<file path="config.mk">
export PLATFORM = sky130hd
export DESIGN_NAME = multicycle_controller
export DESIGN_NICKNAME = d
export VERILOG_FILES = /design/src/rtl/multicycle_controller.sv
export SDC_FILE = /design/constraint.sdc
export NUM_CORES = 1
export LEC_CHECK = 0
export ABC_AREA = 0
export CAP_MARGIN = 40
export CORE_ASPECT_RATIO = 1.1
export CORE_UTILIZATION = 38
export CTS_CLUSTER_DIAMETER = 80
export DETAILED_ROUTE_END_ITERATION = 8
export PLACE_DENSITY = 0.75
export SYNTH_ARGS = -nofsm -noshare
export SYNTH_HDL_FRONTEND = slang
export SYNTH_SLANG_ARGS = --single-unit
</file>
<file path="constraint.sdc">
create_clock -name clk -period 2.3 [get_ports clk]
set_clock_uncertainty 0.2 [all_clocks]
set_input_delay 0.23 -clock clk [delete_from_list [all_inputs] [get_ports clk]]
set_output_delay 0.23 -clock clk [all_outputs]
set_load 0.01 [all_outputs]
</file>
<file path="src/rtl/multicycle_controller.sv">
// Multicycle MIPS-subset control unit: five-state FSM (IF/ID/EX/MEM/WB) whose
// datapath controls are decoded combinationally from State, OpCode and Funct.
module multicycle_controller #(
  parameter bit SUPPORT_JAL = 1'b1
) (
  input  logic       clk,
  input  logic       reset,
  input  logic [5:0] OpCode,
  input  logic [5:0] Funct,
  output logic [2:0] State,
  output logic       PCWrite,
  output logic       PCWriteCond,
  output logic       IRWrite,
  output logic       RegWrite,
  output logic       MemRead,
  output logic       MemWrite,
  output logic       IorD,
  output logic       ExtOp,
  output logic       LuiOp,
  output logic [1:0] RegDst,
  output logic [1:0] MemtoReg,
  output logic [1:0] ALUSrcA,
  output logic [1:0] ALUSrcB,
  output logic [2:0] ALUOp,
  output logic [1:0] PCSource
);

  typedef enum logic [2:0] {
    S_IF  = 3'd0,
    S_ID  = 3'd1,
    S_EX  = 3'd2,
    S_MEM = 3'd3,
    S_WB  = 3'd4
  } state_t;

  localparam logic [2:0] ALU_ADD  = 3'd0;
  localparam logic [2:0] ALU_SUB  = 3'd1;
  localparam logic [2:0] ALU_FN   = 3'd2;
  localparam logic [2:0] ALU_AND  = 3'd3;
  localparam logic [2:0] ALU_OR   = 3'd4;
  localparam logic [2:0] ALU_SLT  = 3'd5;
  localparam logic [2:0] ALU_SLTU = 3'd6;

  state_t state_q, state_d;

  // ---------------------------------------------------------------- decode
  logic is_rtype, r_legal, r_shift, r_exec;
  logic op_j, op_jal, fn_jr, fn_jalr, is_jump;
  logic is_ialu, is_lw, is_sw, is_beq, goes_ex;

  assign is_rtype = (OpCode == 6'h00);
  assign op_j     = (OpCode == 6'h02);
  assign op_jal   = (OpCode == 6'h03) && SUPPORT_JAL;
  assign fn_jr    = is_rtype && (Funct == 6'h08);
  assign fn_jalr  = is_rtype && (Funct == 6'h09) && SUPPORT_JAL;
  assign is_jump  = op_j | op_jal | fn_jr | fn_jalr;
  assign is_lw    = (OpCode == 6'h23);
  assign is_sw    = (OpCode == 6'h2b);
  assign is_beq   = (OpCode == 6'h04);
  assign r_shift  = (Funct == 6'h00) || (Funct == 6'h02) || (Funct == 6'h03);

  always_comb begin
    r_legal = 1'b0;
    case (Funct)
      6'h00, 6'h02, 6'h03, 6'h08,
      6'h20, 6'h21, 6'h22, 6'h23,
      6'h24, 6'h25, 6'h26, 6'h27,
      6'h2a, 6'h2b:                 r_legal = 1'b1;
      6'h09:                        r_legal = SUPPORT_JAL;
      default:                      r_legal = 1'b0;
    endcase
  end

  always_comb begin
    is_ialu = 1'b0;
    case (OpCode)
      6'h08, 6'h09, 6'h0a, 6'h0b,
      6'h0c, 6'h0d, 6'h0f:          is_ialu = 1'b1;
      default:                      is_ialu = 1'b0;
    endcase
  end

  // jr/jalr finish in ID, so only the remaining legal R-types reach EX
  assign r_exec  = is_rtype && r_legal && !fn_jr && !fn_jalr;
  assign goes_ex = r_exec | is_ialu | is_lw | is_sw | is_beq;

  // ---------------------------------------------------------------- state
  always_ff @(posedge clk or negedge reset) begin
    if (!reset) state_q <= S_IF;
    else        state_q <= state_d;
  end

  assign State = state_q;

  // ------------------------------------------------ next state and outputs
  logic       pcw_c, pcwc_c, irw_c, rw_c, mr_c, mw_c;
  logic       iord_c, ext_c, lui_c;
  logic [1:0] regdst_c, m2r_c, srca_c, srcb_c, pcsrc_c;
  logic [2:0] aluop_c;

  always_comb begin
    state_d  = S_IF;
    pcw_c    = 1'b0;
    pcwc_c   = 1'b0;
    irw_c    = 1'b0;
    rw_c     = 1'b0;
    mr_c     = 1'b0;
    mw_c     = 1'b0;
    iord_c   = 1'b0;
    ext_c    = 1'b0;
    lui_c    = 1'b0;
    regdst_c = 2'd0;
    m2r_c    = 2'd0;
    srca_c   = 2'd0;
    srcb_c   = 2'd0;
    pcsrc_c  = 2'd0;
    aluop_c  = ALU_ADD;

    case (state_q)
      S_IF: begin
        mr_c    = 1'b1;
        irw_c   = 1'b1;
        srcb_c  = 2'd1;
        pcw_c   = 1'b1;
        state_d = S_ID;
      end

      S_ID: begin
        // branch target is precomputed into ALUOut for every opcode
        srcb_c = 2'd3;
        ext_c  = 1'b1;
        if (is_jump) begin
          pcw_c   = 1'b1;
          pcsrc_c = (fn_jr || fn_jalr) ? 2'd3 : 2'd2;
          if (op_jal) begin
            rw_c     = 1'b1;
            regdst_c = 2'd2;
            m2r_c    = 2'd2;
          end
          if (fn_jalr) begin
            rw_c     = 1'b1;
            regdst_c = 2'd1;
            m2r_c    = 2'd2;
          end
          state_d = S_IF;
        end else if (goes_ex) begin
          state_d = S_EX;
        end else begin
          state_d = S_IF;
        end
      end

      S_EX: begin
        if (r_exec) begin
          srca_c  = r_shift ? 2'd2 : 2'd1;
          srcb_c  = 2'd0;
          aluop_c = ALU_FN;
          state_d = S_WB;
        end else if (is_ialu) begin
          srca_c = 2'd1;
          srcb_c = 2'd2;
          ext_c  = !((OpCode == 6'h0c) || (OpCode == 6'h0d));
          lui_c  = (OpCode == 6'h0f);
          case (OpCode)
            6'h0a:   aluop_c = ALU_SLT;
            6'h0b:   aluop_c = ALU_SLTU;
            6'h0c:   aluop_c = ALU_AND;
            6'h0d:   aluop_c = ALU_OR;
            default: aluop_c = ALU_ADD;
          endcase
          state_d = S_WB;
        end else if (is_lw || is_sw) begin
          srca_c  = 2'd1;
          srcb_c  = 2'd2;
          ext_c   = 1'b1;
          aluop_c = ALU_ADD;
          state_d = S_MEM;
        end else if (is_beq) begin
          srca_c  = 2'd1;
          srcb_c  = 2'd0;
          aluop_c = ALU_SUB;
          pcwc_c  = 1'b1;
          pcsrc_c = 2'd1;
          state_d = S_IF;
        end
      end

      S_MEM: begin
        if (is_lw) begin
          mr_c    = 1'b1;
          iord_c  = 1'b1;
          state_d = S_WB;
        end else if (is_sw) begin
          mw_c    = 1'b1;
          iord_c  = 1'b1;
        end
      end

      S_WB: begin
        if (r_exec) begin
          rw_c     = 1'b1;
          regdst_c = 2'd1;
        end else if (is_ialu) begin
          rw_c     = 1'b1;
        end else if (is_lw) begin
          rw_c     = 1'b1;
          m2r_c    = 2'd1;
        end
      end

      default: state_d = S_IF;
    endcase
  end

  // enables are held off for the whole time reset is asserted
  assign PCWrite     = pcw_c  & reset;
  assign PCWriteCond = pcwc_c & reset;
  assign IRWrite     = irw_c  & reset;
  assign RegWrite    = rw_c   & reset;
  assign MemRead     = mr_c   & reset;
  assign MemWrite    = mw_c   & reset;
  assign IorD        = iord_c;
  assign ExtOp       = ext_c;
  assign LuiOp       = lui_c;
  assign RegDst      = regdst_c;
  assign MemtoReg    = m2r_c;
  assign ALUSrcA     = srca_c;
  assign ALUSrcB     = srcb_c;
  assign ALUOp       = aluop_c;
  assign PCSource    = pcsrc_c;

endmodule

</file>
Word level (Yosys, flattened, before mapping)
Memory sizes are Yosys's and may differ from the RTL's.
Index checks and enable logic that the tools add are counted.
- equal/unequal tests: 20
- multiplexer cells: 69
- bitwise operators: 13
- reduce and logical (&&, ||, !) cells: 17
- operator list (cell ; number):
    $eq 6x4->1 const B ; 9
    $mux 1 ; 38
    $mux 2 ; 15
    $eq 6x2->1 const B ; 4
    $pmux 3 s4 ; 2
    $mux 3 ; 6
    $eq 6x6->1 const B ; 2
    $logic_not 6->1 ; 2
    $pmux 2 s2 ; 3
    $pmux 1 s2 ; 4
    $or 1x1->1 ; 7
    $reduce_or 7->1 ; 1
    $and 1x1->1 ; 6
    $eq 3x2->1 const B ; 2
    $eq 6x3->1 const B ; 1
    $pmux 2 s3 ; 1
    $logic_and 1x1->1 ; 5
    $logic_or 1x1->1 ; 5
    $eq 3x1->1 const B ; 1
    $eq 3x3->1 const B ; 1
    $logic_not 1->1 ; 3
    $logic_not 3->1 ; 1
- bits of input ports: 14
- output and inout bits: 25
- memories kept: 1
- word-level logic and storage cells: 121
- register bits: 3
- ROM bits: 64
- memories (name ; words ; width ; rd ports ; clocked after Yosys merged registers in ; write ports ; line ; source):
    (no name shown) ; 64 ; 1 ; 1 ; 0 ; 0 ; 64 ; case (Funct)

Logic depth before layout (Yosys ltp)
- depth in word-level cells: 12
- depth in mapped cells: 6
- depth with buffers taken out: 5

Worst setup path before layout
OpenSTA, ideal clock, no wires.
- path type: register to output
- start point: register state_q[2], in the netlist State[2]
- end point: output port PCSource[0]
- required time: 1.870 ns
- stages on the path, launching flop included: 7
- path slack: 0.333 ns
- path buffers: 1
- data arrival time: 1.537 ns
- path through: dfrtp_1 > clkbuf_1 > nor2_1 > nand2_1 > nor3_1 > a21oi_1 > nor2b_1
- longest elaborated chain between the ends: 2
- elaborated cells between the ends (all ways): 3
- RTL lines (what ; line ; source):
    start, declared ; 44 ; state_t state_q, state_d;
    start signal, assigned ; 90 ; else state_q <= state_d;
    $eq 3x2->1 or $eq 3x1->1 (tied branches) ; 119 ; case (state_q)
    $pmux 2 s2 * ; 119 ;
    end, declared ; 25 ; output logic [1:0] PCSource
Every way passes the cells marked *; elsewhere a longest branch is shown, timed or not.

Worst setup path after layout
- start point: input port OpCode[4]
- end point: output port RegDst[1]
- longest elaborated chain between the ends: 6
- elaborated cells between the ends (all ways): 12
- RTL lines (what ; line ; source):
    start, declared ; 8 ; input logic [5:0] OpCode,
    $eq 6x2->1 (tied with other cells) ; 52 ; assign op_j = (OpCode == 6'h02);
    $or 1x1->1 or $logic_and 1x1->1 (tied branches) ; 56, 54 ;
    $or 1x1->1 (2 in series) ; 56 ; assign is_jump = op_j | op_jal | fn_jr | fn_jalr;
    $mux 2 * ; 132 ; if (is_jump) begin
    $pmux 2 s2 * ; 119 ;
    end, declared ; 20 ; output logic [1:0] RegDst,
Marks and branches as above.

==> impl_metrics.ini <==
[drt]
detail-route-antenna-nets = 0
vias_per_cell = 5.66
routed_wl_um = 2920
wl_per_cell_um = 14.2
num_vias = 1160
first_iter_violations = 30
drc = 0
drt_first_pass_iters = 4

[floorplanning]
dieArea_um2 = 2030
rows = 15
dieHeight_um = 47.2
fp.coreArea_um2 = 1650
die_w_um = 43.1
pin_count = 39
initial_core_util = 0.427

[placed_design]
dpl_cell_area_um2 = 1350
finalWeightedCongestion = 0.916
io_buffers = 38
dp.cells = 200
post-dp-hpwl_um = 2210

[pwr]
power_density_nw_per_um2 = 386
irDropWorstVdd_v = 0.000255
leakage_nw = 0.670

[setup_path]
worstPathArrival_ps = 1820
worstSetupEndpointType = primary output
cp.required_ps = 1870
path_max_fanout = 6
start_kind = input pin
critPathKind = input pin to primary output

[clock_network]
clk_pin_slew_ps = 40
htree_num_levels = 1
clk_latency_ps = 230
cts_buffers = 3
clock-root-buffer = clkbuf_4
cts_tree = built
ctsLongestPathBuffers = 2
cts.sinks = 3

[global_route]
grt_pass1_vias = 1098
grt.overflow.total = 0
antenna_found_initial = 0
grt_max_degree = 12
grt_usage = 0.295
grt_pass1_wl_um = 4690

[cells_and_area]
drive_above_1_share = 0.351
area_growth_pct = 97.2
nNetsFinal = 203
final_common_cell = buf_4
largest_register_ffs = 3
diodes = 0
stdcell_area_um2 = 1390
final_cell_mix = 36 x buf_4, 17 x nor2_1, 15 x dlygate4sd2_1
num-fill-cells = 106
finalNonFillerCells = 205

[logic_synthesis]
synthCells = 116
synthDistinctLibCells = 36
async_reset_ff_frac = 1.00
syn_avg_cell_area_um2 = 6.08
ys_seq_area_frac = 0.106
synth-seq-cells = 3
syn_area_um2 = 706
synth_enable_flop_cells = 0
synth_flop_cell = dfrtp_1
synth_warnings = 0
synth_nets = 130

[status]
status = finished, final reports clean

[sta]
rsz0062_at_grt = false
hold_violations = 0
period_needed_ps = 2250
setup_viol = 0
final.setup.tns_ps = 0
tightestPinTransition_ps = 334
fmax_mhz = 445
drv_slew = 0
relSlewSlack = 0.777
period_share = 0.978

[worst_hold_path]
worstHoldPathType = input pin to asynchronous set/reset pin

[job]
maxCapViolCount = 0
## layer usage
layer,track usage,vias to the layer above,wire length (um),share of wire
met5,0,-,0,0
li1,-,568,-,-
met2,0.531,54,1540,0.53
met1,0.367,533,1150,0.39
met3,0.0423,5,186,0.064
met4,0.0970,0,36,0.012
## power breakdown
| part | internal (W) | leakage [nW] | switching (W) |
|---|---|---|---|
| clock network | 0.0000652 | 0.0150 | 0.0000295 |
| registers | 0.0000642 | 0.0378 | 0.00000937 |
| logic | 0.000166 | 0.617 | 0.000203 |
| total | 0.000295 | 0.670 | 0.000242 |
## Yosys cell counts, types with 2 or more instances
cell type,instances,area share
nor3_1,7,0.050
nor4_1,2,0.018
dfrtp_1,3,0.11
clkbuf_1,5,0.027
nand2_1,13,0.069
nor3b_1,2,0.021
o21a_1,2,0.021
a31oi_1,3,0.027
nor2b_1,4,0.035
and2_1,2,0.018
o211ai_1,3,0.032
buf_2,3,0.021
nand3_1,6,0.043
nor2_1,20,0.11
inv_1,8,0.043
a21oi_1,8,0.057
o21ai_0,6,0.043
## cells by family after synthesis
kind of cell           share of synthesized area
AOI/OAI and AO/OA                          0.271
buffers and inverters                     0.0904
DFF                                        0.106
and+or+nand+nor                            0.532
## cell type report
class	instances	area, um2	area share
multi-input combinational	97	627	0.451
timing repair buffer	76	611	0.439
sequential	3	76.3	0.0549
inverter	8	30.0	0.0216
clock buffer	4	26.3	0.0189
tap	17	21.3	0.0153
## worst max-delay path, cell delays in order
cell and delay (ps):
dlygate4sd2_1 270, nor4_4 380, buf_4 200, nand3_1 100
nor2_1 100, clkdlybuf4s50_1 530
## worst paths after layout
path                            from        end  slack [ps]  depth (start not counted)
max                        OpCode[4]  RegDst[1]          50                          6
min in group clk           OpCode[1]   State[1]         350                          4
min reg2reg                 State[0]   State[0]         450                          2
max in group asynchronous      reset   State[2]        1660                          2
min                            reset   State[2]         110                          2
max reg2reg                 State[0]   State[2]         650                          5
## stage by stage
stage | total power [W] | setup slack, ps | hold WS, ps | utilization
2_1_floorplan | 0.000232 | 333 | -266 | -
3_3_place_gp | 0.000448 | -517 | 337 | 0.818
3_5_place_dp | 0.000463 | -571 | 353 | 0.818
4_1_cts | 0.000539 | 7.51 | 106 | 0.833
5_1_grt | 0.000575 | 0.749 | 121 | 0.842
6_report | 0.000537 | 51.1 | 109 | 0.842
## timing repair
item / CTS / global route
resized for setup: 59 / 16
endpoints found under the setup margin: 20 / 10
hold buffers: 0 / 0
pin swaps: 5 / 3
buffers inserted: 1 / 0
(Power assumes the default switching activity.)
